[src/rtl/sqrt_iter_hs_if.sv]
// Handshake bundle for the iterative square-root engine: operand channel in, result channel out.
interface sqrt_iter_hs_if #(
    parameter int unsigned WIDTH = 32
);
    localparam int unsigned HW = WIDTH / 2;

    logic             in_valid;
    logic             in_ready;
    logic [WIDTH-1:0] x;
    logic             round;
    logic             out_valid;
    logic             out_ready;
    logic [HW-1:0]    y;
    logic [HW:0]      rem;
    logic             sat;

    modport master (
        output in_valid, x, round, out_ready,
        input  in_ready, out_valid, y, rem, sat
    );

    modport slave (
        input  in_valid, x, round, out_ready,
        output in_ready, out_valid, y, rem, sat
    );
endinterface

[src/rtl/sqrt_iter_hs.sv]
// Iterative integer square root, non-restoring digit recurrence, BPC root bits per clock,
// valid/ready on both sides. Produces floor or rounded root plus the floor remainder.
module sqrt_iter_hs #(
    parameter int unsigned WIDTH = 32,
    parameter int unsigned BPC   = 1
) (
    input logic           clk,
    input logic           reset,
    sqrt_iter_hs_if.slave bus
);
    localparam int unsigned HW   = WIDTH / 2;
    localparam int unsigned ITER = HW / BPC;
    localparam int unsigned CW   = $clog2(ITER + 1);

    typedef enum logic [1:0] {StIdle, StCalc, StDone} state_e;

    state_e           state_q, state_d;
    logic [WIDTH-1:0] x_q, x_d;
    logic             rnd_q, rnd_d;
    logic [HW-1:0]    root_q, root_d;
    logic [HW+1:0]    trem_q, trem_d;
    logic [CW-1:0]    cnt_q, cnt_d;
    logic [HW-1:0]    y_q, y_d;
    logic [HW:0]      rem_q, rem_d;
    logic             sat_q, sat_d;

    logic [WIDTH-1:0] x_s;
    logic [HW-1:0]    root_s;
    logic [HW+1:0]    trem_s;
    logic [HW:0]      trem_fix;
    logic [1:0]       pair;
    logic             round_up;

    // Trial remainder is two's complement; its sign picks subtract vs add for the next digit.
    always_comb begin
        x_s    = x_q;
        root_s = root_q;
        trem_s = trem_q;
        pair   = '0;
        for (int unsigned i = 0; i < BPC; i++) begin
            pair = x_s[WIDTH-1 -: 2];
            x_s  = x_s << 2;
            if (!trem_s[HW+1]) begin
                trem_s = {trem_s[HW-1:0], pair} - {root_s, 2'b01};
            end else begin
                trem_s = {trem_s[HW-1:0], pair} + {root_s, 2'b11};
            end
            root_s = {root_s[HW-2:0], ~trem_s[HW+1]};
        end
        // Final restore step; the corrected remainder is non-negative and fits HW+1 bits.
        trem_fix = trem_s[HW+1] ? (trem_s[HW:0] + {root_s, 1'b1}) : trem_s[HW:0];
        round_up = rnd_q && (trem_fix > {1'b0, root_s});
    end

    always_comb begin
        state_d = state_q;
        x_d     = x_q;
        rnd_d   = rnd_q;
        root_d  = root_q;
        trem_d  = trem_q;
        cnt_d   = cnt_q;
        y_d     = y_q;
        rem_d   = rem_q;
        sat_d   = sat_q;
        unique case (state_q)
            StIdle: begin
                if (bus.in_valid) begin
                    x_d     = bus.x;
                    rnd_d   = bus.round;
                    root_d  = '0;
                    trem_d  = '0;
                    cnt_d   = CW'(ITER);
                    state_d = StCalc;
                end
            end
            StCalc: begin
                x_d    = x_s;
                root_d = root_s;
                trem_d = trem_s;
                cnt_d  = cnt_q - CW'(1);
                if (cnt_q == CW'(1)) begin
                    state_d = StDone;
                    rem_d   = trem_fix;
                    sat_d   = round_up && (&root_s);
                    if (round_up && !(&root_s)) begin
                        y_d = root_s + HW'(1);
                    end else begin
                        y_d = root_s;
                    end
                end
            end
            StDone: begin
                if (bus.out_ready) begin
                    state_d = StIdle;
                end
            end
            default: state_d = StIdle;
        endcase
    end

    always_ff @(posedge clk or negedge reset) begin
        if (!reset) begin
            state_q <= StIdle;
            x_q     <= '0;
            rnd_q   <= 1'b0;
            root_q  <= '0;
            trem_q  <= '0;
            cnt_q   <= '0;
            y_q     <= '0;
            rem_q   <= '0;
            sat_q   <= 1'b0;
        end else begin
            state_q <= state_d;
            x_q     <= x_d;
            rnd_q   <= rnd_d;
            root_q  <= root_d;
            trem_q  <= trem_d;
            cnt_q   <= cnt_d;
            y_q     <= y_d;
            rem_q   <= rem_d;
            sat_q   <= sat_d;
        end
    end

    assign bus.in_ready  = (state_q == StIdle);
    assign bus.out_valid = (state_q == StDone);
    assign bus.y         = y_q;
    assign bus.rem       = rem_q;
    assign bus.sat       = sat_q;
endmodule

[src/flat_wrapper.sv]
// flat-port wrapper written by rule: the top's interface ports become plain ports
module sqrt_iter_hs_flat 
#(
    parameter int unsigned WIDTH = 32,
    parameter int unsigned BPC   = 1
)
  (clk, reset, bus_in_valid, bus_x, bus_round, bus_out_ready, bus_in_ready, bus_out_valid, bus_y, bus_rem, bus_sat);
  sqrt_iter_hs_if #(.WIDTH(WIDTH)) bus_i ();
  input logic clk;
  input logic reset;
  input wire logic [$bits(bus_i.in_valid)-1:0] bus_in_valid;
  input wire logic [$bits(bus_i.x)-1:0] bus_x;
  input wire logic [$bits(bus_i.round)-1:0] bus_round;
  input wire logic [$bits(bus_i.out_ready)-1:0] bus_out_ready;
  output wire logic [$bits(bus_i.in_ready)-1:0] bus_in_ready;
  output wire logic [$bits(bus_i.out_valid)-1:0] bus_out_valid;
  output wire logic [$bits(bus_i.y)-1:0] bus_y;
  output wire logic [$bits(bus_i.rem)-1:0] bus_rem;
  output wire logic [$bits(bus_i.sat)-1:0] bus_sat;
  assign bus_i.in_valid = bus_in_valid;
  assign bus_i.x = bus_x;
  assign bus_i.round = bus_round;
  assign bus_i.out_ready = bus_out_ready;
  assign bus_in_ready = bus_i.in_ready;
  assign bus_out_valid = bus_i.out_valid;
  assign bus_y = bus_i.y;
  assign bus_rem = bus_i.rem;
  assign bus_sat = bus_i.sat;
  sqrt_iter_hs #(.WIDTH(WIDTH), .BPC(BPC)) u_core (.clk(clk), .reset(reset), .bus(bus_i));
endmodule
[config.mk]
export PLATFORM = sky130hd
export DESIGN_NAME = sqrt_iter_hs_flat
export DESIGN_NICKNAME = d
export VERILOG_FILES = /design/src/rtl/sqrt_iter_hs_if.sv /design/src/rtl/sqrt_iter_hs.sv /design/src/flat_wrapper.sv
export SDC_FILE = /design/constraint.sdc
export NUM_CORES = 1
export LEC_CHECK = 0
export CORE_MARGIN = 5
export CORE_UTILIZATION = 25
export DETAILED_ROUTE_END_ITERATION = 10
export GPL_ROUTABILITY_DRIVEN = 0
export GPL_TIMING_DRIVEN = 0
export HOLD_SLACK_MARGIN = 0.08
export SLEW_MARGIN = 10
export SYNTH_ARGS = -nofsm -noshare
export SYNTH_HDL_FRONTEND = slang
export SYNTH_SLANG_ARGS = --single-unit
[constraint.sdc]
create_clock -name clk -period 9.05 [get_ports clk]
set_clock_uncertainty 0.05 [all_clocks]
set_input_delay 1.81 -clock clk [delete_from_list [all_inputs] [get_ports clk]]
set_output_delay 1.81 -clock clk [all_outputs]
set_load 0.01 [all_outputs]
# Yosys cells after proc, flatten, opt, wreduce, memory -nomap -nowiden
# Index checks and enable logic that the tools add are counted.
# classes
n_reduce_logical	11
n_lt_le_gt_ge	1
add_sub_neg	5
bitwise_logic	1
eq_ne	6
n_mux	15
# op_table
operator	count
case mux 32 bit (2 select lines)	1
two-way mux 18 bit	2
case mux 18 bit (2 select lines)	1
two-way mux 16 bit	2
two-way mux 32 bit	1
case mux 16 bit (2 select lines)	1
adder 18 bit	1
subtractor 18 bit	1
adder 17 bit	1
greater-than comparator 17 x 16 -> 1 bit	1
two-way mux 17 bit	1
adder 16 x 1 -> 16 bit (second input constant)	1
AND reduction 16 bit	1
case mux 5 bit (2 select lines)	1
two-way mux 2 bit	3
case mux 2 bit (3 select lines)	1
AND reduction 2 bit	3
== test 5 x 1 -> 1 bit (second input constant)	1
two-way mux 5 bit	1
subtractor 5 x 1 -> 5 bit (second input constant)	1
inequality test 2 bit (second input constant)	2
logical AND 1 bit	3
AND reduction 3 bit	1
== test 2 x 1 -> 1 bit (second input constant)	1
6 further kinds	6
# word_totals
elab_cells	48
register_bits	108
output_inout_bits	36

# Longest topological paths before layout
# depth
depth_word	9
depth_mapped	33

# Worst setup path before layout
# OpenSTA, ideal clock, no wires.
# synth_timing
kind	flip-flop to flip-flop
startpoint	register u_core.trem_q[17]
endpoint	register u_core.y_q[9] (netlist: u_core.bus.y[9])
path_stages_with_launch	33
t_arrival_ns	6.831
setup_time_ns	0.132
required_ns	8.868
period_less_slack_ns	7.013
path_slack_ns	2.037
path_cell_list	dfrtp_1 > buf_2 > buf_1 > xnor2_1 > ha_1 > nand3_1 > nor2_1 > a32oi_1 > nand2_1 > xnor2_1 > clkbuf_1 > buf_1 > ha_1 > nor2b_1 > o21a_1 > o21ai_1 > a21oi_1 > o21a_1 > or2_1 > a2111o_1 > a41oi_1 > xnor2_1 > mux2_2 > ha_1 > nand4_1 > or3_1 > o22ai_1 > nand2_1 > mux2i_4 > buf_6 > nor2_1 > xnor2_1 > o21ai_1
# synth_via
elab_chain_len	8
word_cells_on_any_way	11
cone_classes	add/sub: 2; order compare: 1; mux: 3; bitwise: 1; reduce/logical: 4
# synth_lines
element	line	text
start, declared	sqrt_iter_hs.sv:21	logic [HW+1:0] trem_q, trem_d;
start signal, assigned	sqrt_iter_hs.sv:117	trem_q <= trem_d;
two-way mux 18 bit (*)	sqrt_iter_hs.sv:43	if (!trem_s[HW+1]) begin
NOT 1 bit	sqrt_iter_hs.sv:48	root_s = {root_s[HW-2:0], ~trem_s[HW+1]};
adder 17 bit	sqrt_iter_hs.sv:51	trem_fix = trem_s[HW+1] ? (trem_s[HW:0] + {root_s, 1'b1}) : trem_s[HW:0];
two-way mux 17 bit (*)	sqrt_iter_hs.sv:51	
via u_core.trem_fix[15]	sqrt_iter_hs.sv:30	logic [HW:0] trem_fix;
greater-than comparator 17 x 16 -> 1 bit (*)	sqrt_iter_hs.sv:52	round_up = rnd_q && (trem_fix > {1'b0, root_s});
logical AND 1 bit (*)	sqrt_iter_hs.sv:52	
logical AND 1 bit (*)	sqrt_iter_hs.sv:85	if (round_up && !(&root_s)) begin
two-way mux 16 bit (*)	sqrt_iter_hs.sv:85	
end signal, assigned	sqrt_iter_hs.sv:119	y_q <= y_d;
end, declared	sqrt_iter_hs.sv:23	logic [HW-1:0] y_q, y_d;
# The timed path passes the listed nets; every way through them passes the cells marked *.
# A chain may end at the register's enable or synchronous reset.

# Worst setup path in the final report
# layout_timing
startpoint	register u_core.trem_q[17]
endpoint	register u_core.y_q[7] (netlist: u_core.bus.y[7])
# Same word-level chain as after synthesis.

==> results.cfg <==
[synth]
yosys-top-cells-area = dfrtp_1, ha_1, nand2_1, xnor2_1, o21ai_0
yosysUniqueCellTypes = 62
synth-seq-cells = 107
synth_top_cell_by_area = dfrtp_1
synthArstFlopShare_pct = 100
synth_nets = 879
synth_cells = 792
avgSynthCellArea_sq_um = 8.71
synth-main-ff-cell = dfrtp_1
synth_area_sq_mm = 0.00690
synth_edf_count = 0
synth-seq-area-share_pct = 38.8
yosysWarnings = 0
synth_top_area_share_pct = 38.8

[sta]
slew_headroom_pct = 52.3
fmax_mhz = 123
final_max_slew_viol_count = 0
tightest_slew_ps = 715
fin_tns_setup_ps = 0
fin_crit_sh_pct = 90.1
setup_viol = 0
rsz0062_at_grt = false
hold_violations = 0
post-route-min-period_ps = 8160

[placed_design]
dp_hpwl_um = 15000
port_buffers = 72

[setup_path]
end_kind = flop
critPathSlowestCell = o21ai_0
crit_type = flop to flop
cp_max_fo = 17
max_stage_delay_ps = 560
arrival_ps = 8340
start_kind = flop
crit_required_ps = 9240

[drt]
drtIter0Drc = 277
vias = 5907
drc = 0
avgViaCountPerCell = 4.72
wl_per_cell_um = 15.3
ant_nets = 0
dr.pass1.iters = 5
drt-total-wl_um = 19100

[global_route]
first_global_vias = 5912
grt_start_max_net_pins = 56
antenna_found_initial = 0
grt_pass1_wl_um = 31300
grt_usage_pct = 12.4
grt_overflow = 0

[min_path]
hp-class = flop to flop

[clocking]
cts.path.max_buffers = 2
cts_hold_buf = 0
cts_tree = yes
cts_sinks = 107
clk_pin_slew_worst_paths_ps = 80
postCtsSetupBuffers = 0
ctsRootBufferMaster = clkbuf_16
htreeDepth = 3
cts_buffers = 9
clk-insertion-delay-late_ps = 370

[die]
coreArea_sq_mm = 0.0271
die_w_um = 176
pin_count = 73
rows = 60
start_util_pct = 25.5
die-area_sq_mm = 0.0310
die_h_um = 176

[finish]
nets = 962
area_growth_pct = 22.0
antennaDiodeCount = 0
drive_gt1_share_pct = 5.80
fillers = 2861

[run_status]
status = finished clean

[flow_run]
maxCapViolCount = 0
==> kinds of logic after synthesis <==
logic type               after synthesis  share of synthesized area, %
AND/OR/NAND/NOR                      309                          20.7
flip-flops                           107                          38.8
multiplexers                          15                          2.68
AO/OA/AOI/OAI                        180                          16.9
XOR/XNOR                              60                          7.81
buffers and inverters                 71                          3.99
adder cells (fa/ha/maj)               50                          9.07
==> critical path: cells and delay by family (launching register included) <==
family | cells | cell delay [ps]
simple gates | 7 | 960
compound gates | 13 | 2960
mux | 1 | 280
fa+ha+maj | 3 | 1050
flops | 1 | 320
xor+xnor | 4 | 910
buf+inv | 4 | 1500
==> sequential cells by signal, indices dropped and copies added, names as in the netlist <==
| name | cells |
|---|---|
| u_core.x_q | 32 |
| u_core.bus.rem | 17 |
| u_core.trem_q | 17 |
| u_core.bus.y | 16 |
| u_core.root_q | 16 |
| u_core.cnt_q | 5 |
| u_core.state_q | 2 |
| u_core.bus.sat | 1 |
| u_core.rnd_q | 1 |
==> cells in the mapped netlist, drive strengths merged, types with 2 or more instances <==
| cell | instances |
|---|---|
| xnor2 | 47 |
| nand2 | 166 |
| a31oi | 3 |
| and3 | 3 |
| nor4 | 5 |
| inv | 30 |
| xor2 | 12 |
| o21a | 8 |
| and2 | 5 |
| nor2 | 28 |
| a21o | 20 |
| mux2 | 12 |
| a211oi | 4 |
| o31ai | 2 |
| a22oi | 29 |
| ha | 50 |
| nand3 | 45 |
| or4 | 3 |
| o21ai | 69 |
| nor3 | 21 |
| mux2i | 3 |
| or2 | 2 |
| o31a | 2 |
| buf | 8 |
| nand4 | 9 |
| nor4b | 2 |
| nor2b | 6 |
| o21bai | 2 |
| clkbuf | 33 |
| o211ai | 3 |
| nand2b | 8 |
| dfrtp | 107 |
| a221o | 3 |
| a21oi | 22 |
| nor3b | 4 |
| a2111oi | 2 |
==> through the flow <==
step | area (sq um) | instances | hold slack, ps | setup WS, ps | utilization, %
CTS | 8420 | 1253 | 436 | 368 | 31.1
global route | 8420 | 1252 | 448 | 280 | 31.1
global placement | 8090 | 1236 | 411 | 464 | 29.8
finish | 8420 | 1252 | 431 | 895 | 31.1
floorplan | 6900 | 792 | 396 | 2040 | -
detailed placement | 8120 | 1237 | 416 | 404 | 29.9
==> repair_timing <==
action	in CTS	in global routing
hold endpoints to repair	0	0
resized for setup	0	1
endpoints found under the setup margin	0	17
==> cells in the final DEF (no fill, tap or decap), drive strengths merged, types with 3 or more instances in the layout <==
master,count
o21ai,69
or4,3
nand2b,8
nor3b,4
mux2i,3
clkdlybuf4s50,71
nor2,28
a22oi,29
a21oi,22
ha,50
and2,5
clkbuf,43
nor4,5
o21a,8
nand2,166
and3,3
nand3,45
nand4,9
xnor2,47
mux2,12
xor2,12
clkinv,4
nor2b,6
o211ai,3
a21o,20
nor3,21
inv,33
a31oi,3
a221o,3
buf,8
dfrtp,107
a211oi,4
==> worst paths after layout <==
check,to,depth (start not counted),slack [ps],from
hold reg to reg,u_core.bus.rem[0],2,430,u_core.bus.rem[0]
max in group asynchronous,u_core.trem_q[12],2,6940,reset
min in group asynchronous,u_core.x_q[19],1,1350,reset
setup reg to reg,u_core.bus.y[7],32,890,u_core.trem_q[17]
hold / removal,u_core.bus.rem[0],2,430,u_core.bus.rem[0]
setup / recovery,u_core.bus.y[7],32,890,u_core.trem_q[17]
==> metal layers <==
metal / GRT usage [%] / vias to the layer above / share of wire, %
met3: 2.83 / 19 / 5.2
met4: 2.79 / 0 / 1.3
met2: 19.9 / 140 / 45
li1: - / 2942 / -
met5: 0 / - / 0
met1: 17.2 / 2806 / 48
==> final cells by class <==
cell class | instances | area, sq um | area share, %
multi-input combinational | 614 | 3950 | 46.9
sequential | 107 | 2680 | 31.8
timing repair buffer | 73 | 749 | 8.90
tap | 372 | 465 | 5.53
clock buffer | 9 | 225 | 2.68
buffer | 40 | 160 | 1.90
inverter | 30 | 113 | 1.34
clock inverter | 7 | 78.8 | 0.937
Power is left out: the tool's default activity adds up to more than one toggle a clock period on the data nets, which glitch-free logic cannot reach.
